## config.mk

```make
export PLATFORM = sky130hd
export DESIGN_NAME = fifo_wr_arbiter
export DESIGN_NICKNAME = d
export VERILOG_FILES = /design/src/rtl/fifo_arb_pkg.sv /design/src/rtl/fifo_wr_arbiter_rr_pick.sv /design/src/rtl/fifo_wr_arbiter.sv
export SDC_FILE = /design/constraint.sdc
export NUM_CORES = 1
export LEC_CHECK = 0
export CORE_MARGIN = 1.5
export CORE_UTILIZATION = 41
export CTS_CLUSTER_SIZE = 8
export DETAILED_ROUTE_END_ITERATION = 7
export PLACE_DENSITY = 0.77
export SLEW_MARGIN = 5
export SYNTH_ARGS = -nofsm -noshare
export SYNTH_HDL_FRONTEND = slang
export SYNTH_SLANG_ARGS = --single-unit
```

## constraint.sdc

```tcl
create_clock -name clock -period 2.74 [get_ports clock]
set_input_delay 0.685 -clock clock [delete_from_list [all_inputs] [get_ports clock]]
set_output_delay 0.685 -clock clock [all_outputs]
set_load 0.01 [all_outputs]
```

## src/rtl/fifo_arb_pkg.sv

```systemverilog
`default_nettype none
// ============================================================================
//  Module      : fifo_arb_pkg
//  Description : Shared types, constants and helpers for the FIFO write
//                arbiter (FSM state encoding, level width, log2 helper).
//  Revision    : 1.0 - initial release
// ============================================================================
package fifo_arb_pkg;

    // Arbiter FSM state, explicit one-bit encoding.
    typedef enum logic [0:0] {
        IDLE  = 1'b0,
        BURST = 1'b1
    } arb_state_t;

    // Default FIFO address width and the matching level-counter width
    // (level must be able to hold DEPTH itself, hence one extra bit).
    localparam int DEFAULT_ADDR_WIDTH = 2;
    localparam int LVL_W              = DEFAULT_ADDR_WIDTH + 1;

    // Ceiling log2, never less than 1 so it can size a vector directly.
    function automatic int clog2(input int n);
        int r;
        int v;
        r = 0;
        v = n - 1;
        while (v > 0) begin
            r = r + 1;
            v = v >> 1;
        end
        if (r == 0) begin
            r = 1;
        end
        return r;
    endfunction

endpackage : fifo_arb_pkg
`default_nettype wire

```

## src/rtl/fifo_wr_arbiter_rr_pick.sv

```systemverilog
`default_nettype none
// ============================================================================
//  Module      : rr_pick
//  Description : Combinational rotating-priority encoder. Finds the first
//                asserted request scanning upward from ptr, wrapping modulo N.
//  Ports       : req   [N]   request vector
//                ptr   [PW]  index with highest priority (0..N-1)
//                found       at least one request asserted
//                idx   [PW]  winning requester index (valid when found)
//  Revision    : 1.0 - initial release
// ============================================================================
module rr_pick #(
    parameter int N  = 4,
    parameter int PW = 2
) (
    input  logic [N-1:0]  req,
    input  logic [PW-1:0] ptr,
    output logic          found,
    output logic [PW-1:0] idx
);

    int            c;
    logic [PW-1:0] cand;

    // Scan from the lowest priority offset down to offset 0 so that the
    // last hit written is the one closest to ptr.
    always_comb begin
        found = 1'b0;
        idx   = ptr;
        c     = 0;
        cand  = '0;
        for (int k = N - 1; k >= 0; k--) begin
            c = int'(ptr) + k;
            if (c >= N) begin
                c = c - N;
            end
            cand = PW'(c);
            if (req[cand]) begin
                found = 1'b1;
                idx   = cand;
            end
        end
    end

endmodule : rr_pick
`default_nettype wire

```

## src/rtl/fifo_wr_arbiter.sv

```systemverilog
`default_nettype none
// ============================================================================
//  Module      : fifo_wr_arbiter
//  Description : Round-robin arbiter sharing one 8-bit FIFO write port among
//                N requesters. Packets are granted atomically (up to
//                BURST_MAX words), then ownership rotates. Tracks its own
//                FIFO occupancy because the FIFO full flag lags a cycle.
//  Ports       : clock, resetn     clock / async active-low reset
//                req[N]            requester has a valid word
//                req_data[N*8]     requester i word at [8*i+7:8*i]
//                req_last[N]       current word ends the packet
//                gnt[N]            combinational one-hot accept
//                fifo_read_enb     consumer read strobe (monitor only)
//                write_enb         registered FIFO write strobe
//                data_in[8]        registered FIFO write data
//                level[AW+1]       accepted-minus-read word count
//                busy              burst owner locked
//  Revision    : 1.0 - initial release
// ============================================================================
module fifo_wr_arbiter
    import fifo_arb_pkg::*;
#(
    parameter int N          = 4,
    parameter int DEPTH      = 4,
    parameter int ADDR_WIDTH = DEFAULT_ADDR_WIDTH,
    parameter int BURST_MAX  = 4
) (
    input  logic                  clock,
    input  logic                  resetn,
    input  logic [N-1:0]          req,
    input  logic [N*8-1:0]        req_data,
    input  logic [N-1:0]          req_last,
    output logic [N-1:0]          gnt,
    input  logic                  fifo_read_enb,
    output logic                  write_enb,
    output logic [7:0]            data_in,
    output logic [ADDR_WIDTH:0]   level,
    output logic                  busy
);

    localparam int PW = clog2(N);
    localparam int BW = clog2(BURST_MAX + 1);

    localparam logic [ADDR_WIDTH:0] DEPTH_L   = (ADDR_WIDTH + 1)'(DEPTH);
    localparam logic [BW-1:0]       BMAX_L    = BW'(BURST_MAX);
    localparam logic [PW-1:0]       LAST_IDX  = PW'(N - 1);

    arb_state_t          state, state_nxt;
    logic [PW-1:0]       rr_ptr, rr_ptr_nxt;
    logic [PW-1:0]       owner, owner_nxt;
    logic [BW-1:0]       beat_cnt, beat_nxt;
    logic [ADDR_WIDTH:0] level_nxt;

    logic                space;
    logic                accept;
    logic                rd;
    logic [PW-1:0]       acc_idx;
    logic [7:0]          acc_word;
    logic                pick_found;
    logic [PW-1:0]       pick_idx;

    // Modulo-N increment by compare-and-clear; correct for any N.
    function automatic logic [PW-1:0] inc_mod(input logic [PW-1:0] x);
        return (x == LAST_IDX) ? '0 : x + 1'b1;
    endfunction

    rr_pick #(
        .N  (N),
        .PW (PW)
    ) u_rr_pick (
        .req   (req),
        .ptr   (rr_ptr),
        .found (pick_found),
        .idx   (pick_idx)
    );

    // Strictly less than DEPTH: a same-cycle read never frees a slot for an
    // accept, since the FIFO itself still reports full in that cycle.
    assign space = (level < DEPTH_L);
    assign rd    = fifo_read_enb && (level != '0);

    // Next-state, grant and accept decode.
    always_comb begin
        state_nxt  = state;
        rr_ptr_nxt = rr_ptr;
        owner_nxt  = owner;
        beat_nxt   = beat_cnt;
        gnt        = '0;
        accept     = 1'b0;
        acc_idx    = owner;

        // gnt is combinational, so it must be forced low while reset is held
        // rather than waiting for the registers to be cleared.
        if (resetn) begin
            case (state)
                IDLE: begin
                    if (pick_found && space) begin
                        gnt[pick_idx] = 1'b1;
                        accept        = 1'b1;
                        acc_idx       = pick_idx;
                        owner_nxt     = pick_idx;
                        beat_nxt      = BW'(1);
                        if (req_last[pick_idx] || (BURST_MAX == 1)) begin
                            rr_ptr_nxt = inc_mod(pick_idx);
                        end else begin
                            state_nxt = BURST;
                        end
                    end
                end
                BURST: begin
                    if (req[owner] && space) begin
                        gnt[owner] = 1'b1;
                        accept     = 1'b1;
                        beat_nxt   = beat_cnt + 1'b1;
                        if (req_last[owner] || ((beat_cnt + 1'b1) == BMAX_L)) begin
                            state_nxt  = IDLE;
                            rr_ptr_nxt = inc_mod(owner);
                        end
                    end
                end
                default: begin
                    state_nxt = IDLE;
                end
            endcase
        end
    end

    // Select the accepted requester's word.
    always_comb begin
        acc_word = '0;
        for (int i = 0; i < N; i++) begin
            if (acc_idx == PW'(i)) begin
                acc_word = req_data[8*i +: 8];
            end
        end
    end

    // Occupancy: accept and read in the same cycle cancel out.
    always_comb begin
        level_nxt = level;
        case ({accept, rd})
            2'b10:   level_nxt = level + 1'b1;
            2'b01:   level_nxt = level - 1'b1;
            default: level_nxt = level;
        endcase
    end

    always_ff @(posedge clock or negedge resetn) begin
        if (!resetn) begin
            state     <= IDLE;
            rr_ptr    <= '0;
            owner     <= '0;
            beat_cnt  <= '0;
            level     <= '0;
            write_enb <= 1'b0;
            data_in   <= 8'h00;
            busy      <= 1'b0;
        end else begin
            state     <= state_nxt;
            rr_ptr    <= rr_ptr_nxt;
            owner     <= owner_nxt;
            beat_cnt  <= beat_nxt;
            level     <= level_nxt;
            write_enb <= accept;
            busy      <= (state_nxt == BURST);
            if (accept) begin
                data_in <= acc_word;
            end
        end
    end

endmodule : fifo_wr_arbiter
`default_nettype wire

```

Word level (Yosys, flattened, before mapping). Cells that the tools add are included.

Bits in registers: 20.

Add/sub/neg operators: 12. Magnitude comparators: 13. Eq/ne operators: 12. Mux-type cells: 61. Bitwise gates (word level): 1. Reductions and logical operators: 11.

Operators by type and width (count): 2-to-1 mux 2 bit (17); 2-to-1 mux 8 bit (4); 2-to-1 mux 1 bit (20); < comparator 2 x 3 -> 1 bit (second input constant) (6); binary-select mux 1 bit (select 2 bit) (7); 2-to-1 mux 4 bit (3); case mux 3 bit (2 select lines) (2); equality test 2 bit (second input constant) (5); >= comparator 3 bit (second input constant) (3); case mux 4 bit (2 select lines) (1); subtractor 2 x 1 -> 2 bit (second input constant) (4); adder 2 x 2 -> 3 bit (second input constant) (2); adder 3 x 1 -> 3 bit (second input constant) (2); 2-to-1 mux 3 bit (2); logical AND 1 bit (5); AND reduction 5 bit (1); adder 2 x 1 -> 2 bit (second input constant) (2); demux 1 bit (select 2 bit) (2); equality test 2 x 1 -> 1 bit (second input constant) (2); >= comparator 2 x 1 -> 1 bit (second input constant) (2); inequality test 2 x 1 -> 1 bit (second input constant) (2); inequality test 2 bit (second input constant) (2); case mux 1 bit (2 select lines) (2); case mux 2 bit (2 select lines) (1); 11 further kinds (11).

Logic depth before layout (Yosys ltp).
Depth after elaboration: 18. Gate-level depth with buffers: 11. Gate-level depth less buffers: 10.

Modules after synthesis. Synthesis repeated with hierarchy kept, for this count alone.

Cell total of the unflattened synthesis: 162. Area total of the unflattened synthesis: 1517.7 um2.

Modules (own cells, without submodules): fifo_wr_arbiter (instances 1, cells each 146, area an instance 1417.6 um2); rr_pick (instances 1, cells each 16, area an instance 100.1 um2).

Worst setup path after synthesis. Ideal clock, no wire load.

Path kind: input to register. From: in req[1]. To: reg level[2]. Arrival: 2.820 ns. Data required time: 2.661 ns. Slack: -0.160 ns. Cell stages on the path: 11. Cells stage by stage: mux4_1 > nor2b_1 > and2_1 > o21ai_2 > buf_2 > ha_1 > inv_1 > fa_1 > xor2_1 > nor2_1 > xor2_1.

Word-level cells in the longest chain between the ends: 12. Elaborated cells on any way between the ends: 24. Classes of those cells: eq/ne (2); mux (19); reduce/logical (3).

Ends and longest elaborated chain: start, declared (line fifo_wr_arbiter.sv:30) `input logic [N-1:0] req,`; binary-select mux 1 bit (select 2 bit) (line fifo_wr_arbiter_rr_pick.sv:38) `if (req[cand]) begin`; 2-to-1 mux 1 bit (not written as such) (line fifo_wr_arbiter_rr_pick.sv:38); 2-to-1 mux 1 bit (4 in series) (line fifo_wr_arbiter_rr_pick.sv:38); logical AND 1 bit (line fifo_wr_arbiter.sv:97) `if (pick_found && space) begin`; 2-to-1 mux 1 bit (line fifo_wr_arbiter.sv:97); case mux 1 bit (2 select lines) (*) (line fifo_wr_arbiter.sv:95) `case (state)`; 2-to-1 mux 1 bit (*) (line fifo_wr_arbiter.sv:94) `if (resetn) begin`; equality test 2 x 1 -> 1 bit or equality test 2 bit (tied branches) (line fifo_wr_arbiter.sv:141) `case ({accept, rd})`; case mux 3 bit (2 select lines) or nonzero test 2 bit (tied branches); end signal, assigned (line fifo_wr_arbiter.sv:163) `level <= level_nxt;`; end, declared (line fifo_wr_arbiter.sv:37) `output logic [ADDR_WIDTH:0] level,`.

Every way passes the cells marked *; elsewhere a longest branch is shown, timed or not. The select of a mux whose other input is x is not followed. A chain may end at the register's enable or synchronous reset.

Final worst setup path.
From: in req[2]. To: out gnt[2].

Word-level cells in the longest chain between the ends: 13. Elaborated cells on any way between the ends: 29. Classes of those cells: order compare (2); mux (24); reduce/logical (3).

Ends and longest elaborated chain: binary-select mux 1 bit (select 2 bit) (line fifo_wr_arbiter_rr_pick.sv:38); 2-to-1 mux 1 bit (not written as such) (line fifo_wr_arbiter_rr_pick.sv:38); 2-to-1 mux 2 bit (4 in series) (line fifo_wr_arbiter_rr_pick.sv:38); < comparator 2 x 3 -> 1 bit (not written as such) or >= comparator 2 x 1 -> 1 bit (tied branches) (line fifo_wr_arbiter.sv:98) `gnt[pick_idx] = 1'b1;`; logical AND 1 bit (not written as such) (line fifo_wr_arbiter.sv:98); 2-to-1 mux 1 bit (not written as such) (line fifo_wr_arbiter.sv:98); demux 1 bit (select 2 bit) (line fifo_wr_arbiter.sv:98); 2-to-1 mux 4 bit (line fifo_wr_arbiter.sv:97); case mux 4 bit (2 select lines) (*) (line fifo_wr_arbiter.sv:95); 2-to-1 mux 4 bit (*) (line fifo_wr_arbiter.sv:94); end, declared (line fifo_wr_arbiter.sv:33) `output logic [N-1:0] gnt,`.

Marked as above.

==> out/metrics.csv <==
stage,metric,value,unit
timing,worst-slew-pin-transition,382,ps
power_and_ir_drop,p_leak,0.00125,uW
cts,clock_tree.buffer_depth,2,
yosys,synthFlopType,dfrtp_1,
timing,fin_tns_setup,-6.98,ps
floorplan,io_pins,60,
critical_path,worstRegToRegCells,11,
grt,grt_use_total,19.7,%
critical_path,rrSetupSlack,250,ps
timing,fin_crit,2750,ps
grt,grt_first_pass_wirelength,6.70,mm
detailed_routing,avgViaCountPerCell,5.29,
detailed_routing,dr_total_vias,1604,
grt,grt_max_degree,18,
timing,relSlewSlack,73.9,%
final_layout,syn2layout_area_growth,64.4,%
detailed_routing,detail-route-antenna-nets,0,
power_and_ir_drop,p_switching,985,uW
timing,final_max_slew_viol_count,0,
grt,grt-ovfl-total,0,
yosys,async_reset_ff_share,100,%
floorplan,die_h,66.5,microns
final_layout,nets,311,
critical_path,critPathCaptureType,output port,
placement,io_buffers,59,
critical_path,rr_endpoint,level[2],
yosys,synth_area_per_cell,10.3,sq um
power_and_ir_drop,sw_frac_of_total,38.6,%
detailed_routing,route.detailed.drc,0,
power_and_ir_drop,power_frac_seq,21.9,%
status,violations,negative setup slack,
status,status,"finished, violations left",
placement,dpl.cell_count,295,
yosys,ys.warnings.count,0,
detailed_routing,drt-pass1-iter-count,4,
power_and_ir_drop,vdd_ir_drop_max,760,uV
yosys,synth.distinct_cells,54,
critical_path,startpoint,req[2],
yosys,syn_area,1660,sq um
detailed_routing,drtIter0Drc,50,
placement,gp_congestion,0.801,
timing,layout_setup_ws,-6.48,ps
job,maxCapViolCount,0,
final_layout,final_cells,303,
detailed_routing,routed_wirelength,4.13,mm
cts,postCtsHoldBufs,0,
final_layout,fin_area,2720,sq um
final_layout,drive_above_1_share,33.7,%
critical_path,path_max_fanout,5,
timing,max_freq,0.364,GHz
hold_path,min_path_type,flop to flop,
final_layout,multiInputGateArea,1150,sq um
yosys,syn_nets,216,
cts,root_buffer,clkbuf_8,
yosys,synth-edff-count,0,
cts,cts_sinks,20,
placement,place_hpwl,3.30,mm
yosys,syn_inst,161,
floorplan,rows,22,
yosys,ys_ff_latch,20,
final_layout,final_util,72.2,%
timing,post-route-period-util,100,%
final_layout,antenna_cells,0,
critical_path,crit_type,primary input to output port,
floorplan,dieWidth,66.5,microns
cts,numCtsBuffers,3,
placement,postPlaceCellArea,2550,sq um
detailed_routing,wl_per_cell,13.6,microns
cts,tritoncts,yes,
power_and_ir_drop,powerDensity,937,nW/um^2
power_and_ir_drop,power_frac_comb,66.5,%
cts,clk_latency,260,ps
floorplan,dieArea,4430,sq um
floorplan,initial_core_util,43.9,%
grt,antenna_found_initial,0,
yosys,seq_area_frac_synth,30.2,%
timing,clock_skew,7.42,ps
timing,grt_setup_unrepaired,yes,
critical_path,cp-endpoint,gnt[2],
critical_path,arrival,2060,ps
timing,hold_ws,493,ps
power_and_ir_drop,clkPwrFrac,11.6,%
final_layout,seq_area,500,sq um
cts,clkTransAtPathRegs,80,ps
power_and_ir_drop,p_int,1570,uW
cts,htreeDepth,1,
critical_path,r2r-start,owner[0],
floorplan,core_area,3770,sq um
grt,grt_pass1_vias,1557,
critical_path,cp-start-kind,primary input,
final_layout,nFillCells,275,
timing,hold_viol_final,0,
timing,final-setup-viol-count,2,
critical_path,crit_required,2060,ps
layer usage:
layer	global-route usage (%)	vias up	routed length (microns)
met1	26.5	778	1900
li1	-	783	-
met5	0	-	0
met4	3.06	0	9
met2	32.8	41	2020
met3	4.56	2	205
worst min path at each step:
stage | start | end | slack, ps | cells past startpoint
after floorplan | resetn | beat_cnt[0] | 390 | 0
after global placement | data_in[7] | data_in[7] | 470 | 2
after detailed placement | data_in[7] | data_in[7] | 480 | 2
after CTS | data_in[7] | data_in[7] | 500 | 2
after global routing | data_in[2] | data_in[2] | 520 | 2
final | data_in[7] | data_in[7] | 490 | 2
cells in the mapped netlist (all sizes together) (3+ instances only):
cell type,n,area [sq um]
a21oi,4,20.0
a22o,5,43.8
and2,3,21.3
buf,5,48.8
dfrtp,20,500
ha,11,138
inv,13,48.8
mux2i,19,203
nand2,13,48.8
nand3,3,15.0
nor2,3,11.3
nor2b,6,37.5
nor3,3,20.0
o21ai,10,53.8
o221ai,8,120
xor2,3,26.3
state kept, by name (all words and copies together), names as in the netlist:
signal	count
beat_cnt	3
owner	2
data_in	8
level	3
write_enb	1
state	1
rr_ptr	2
cells by family (layout without fill, tap and decap cells):
kind of cell,after synthesis,count (layout),share of synthesized area [%]
mux,23,23,16.6
xor+xnor,4,4,2.12
fa+ha+maj,12,12,9.52
buf+inv,20,114,6.35
compound gates,40,40,21.2
simple gates,42,42,14.1
flops,20,20,30.2
cell type report:
cell class	instances	area share [%]
repair buffers	97	32.7
clock inverters	1	1.10
flip-flops and latches	20	18.4
multi-input cells	121	42.2
well taps	48	2.21
inverters	13	1.89
clock buffers	3	1.52
critical path, cell delays in order:
cell and delay (ps):
buf_8 110, or3_1 380, o2111ai_2 90, and2_4 190, inv_1 90, ha_4 160, a22o_1 220, buf_2 130
stage by stage:
step           worst slack (ps)  total power (uW)
2_1_floorplan              8.09              1540
3_3_place_gp               -760              2140
3_5_place_dp               -829              2180
4_1_cts                    11.2              2520
5_1_grt                   -81.6              2750
6_report                  -6.48              2550
layout by cell type (no fill, tap or decap), types with 2 or more instances in the layout:
master and n:
buf_6 5, mux4_2 2, dfrtp_1 20, nand2b_1 2, buf_4 33, nand2_1 13
nor2b_4 2, nand3_1 3, buf_8 2, and2_4 3, o21ai_1 2, ha_1 7
clkbuf_8 3, inv_1 9, buf_2 4, nand4_1 2, a22o_1 5, o21ai_0 7
a21oi_1 4, nor3_2 2, xor2_1 3, ha_4 4, nor2b_1 4, mux2i_1 18
o221ai_2 8, nor2_1 3, clkdlybuf4s50_1 51, inv_2 3
what timing repair did:
action	4_1_cts	5_1_grt
hold endpoints to repair	0	0
resized for setup	45	15
pin swaps	9	9
buffers inserted	4	2
endpoints found under the setup margin	14	5
gates cloned	0	0
power by group through the flow:
stage | sequential (uW) | clock (uW) | combinational (uW)
global placement | 556 | 0 | 1580
CTS | 556 | 300 | 1660
finish | 560 | 295 | 1700
detailed placement | 556 | 0 | 1620
global route | 574 | 312 | 1860
floorplan | 594 | 0 | 942
(Power assumes the default switching activity.)
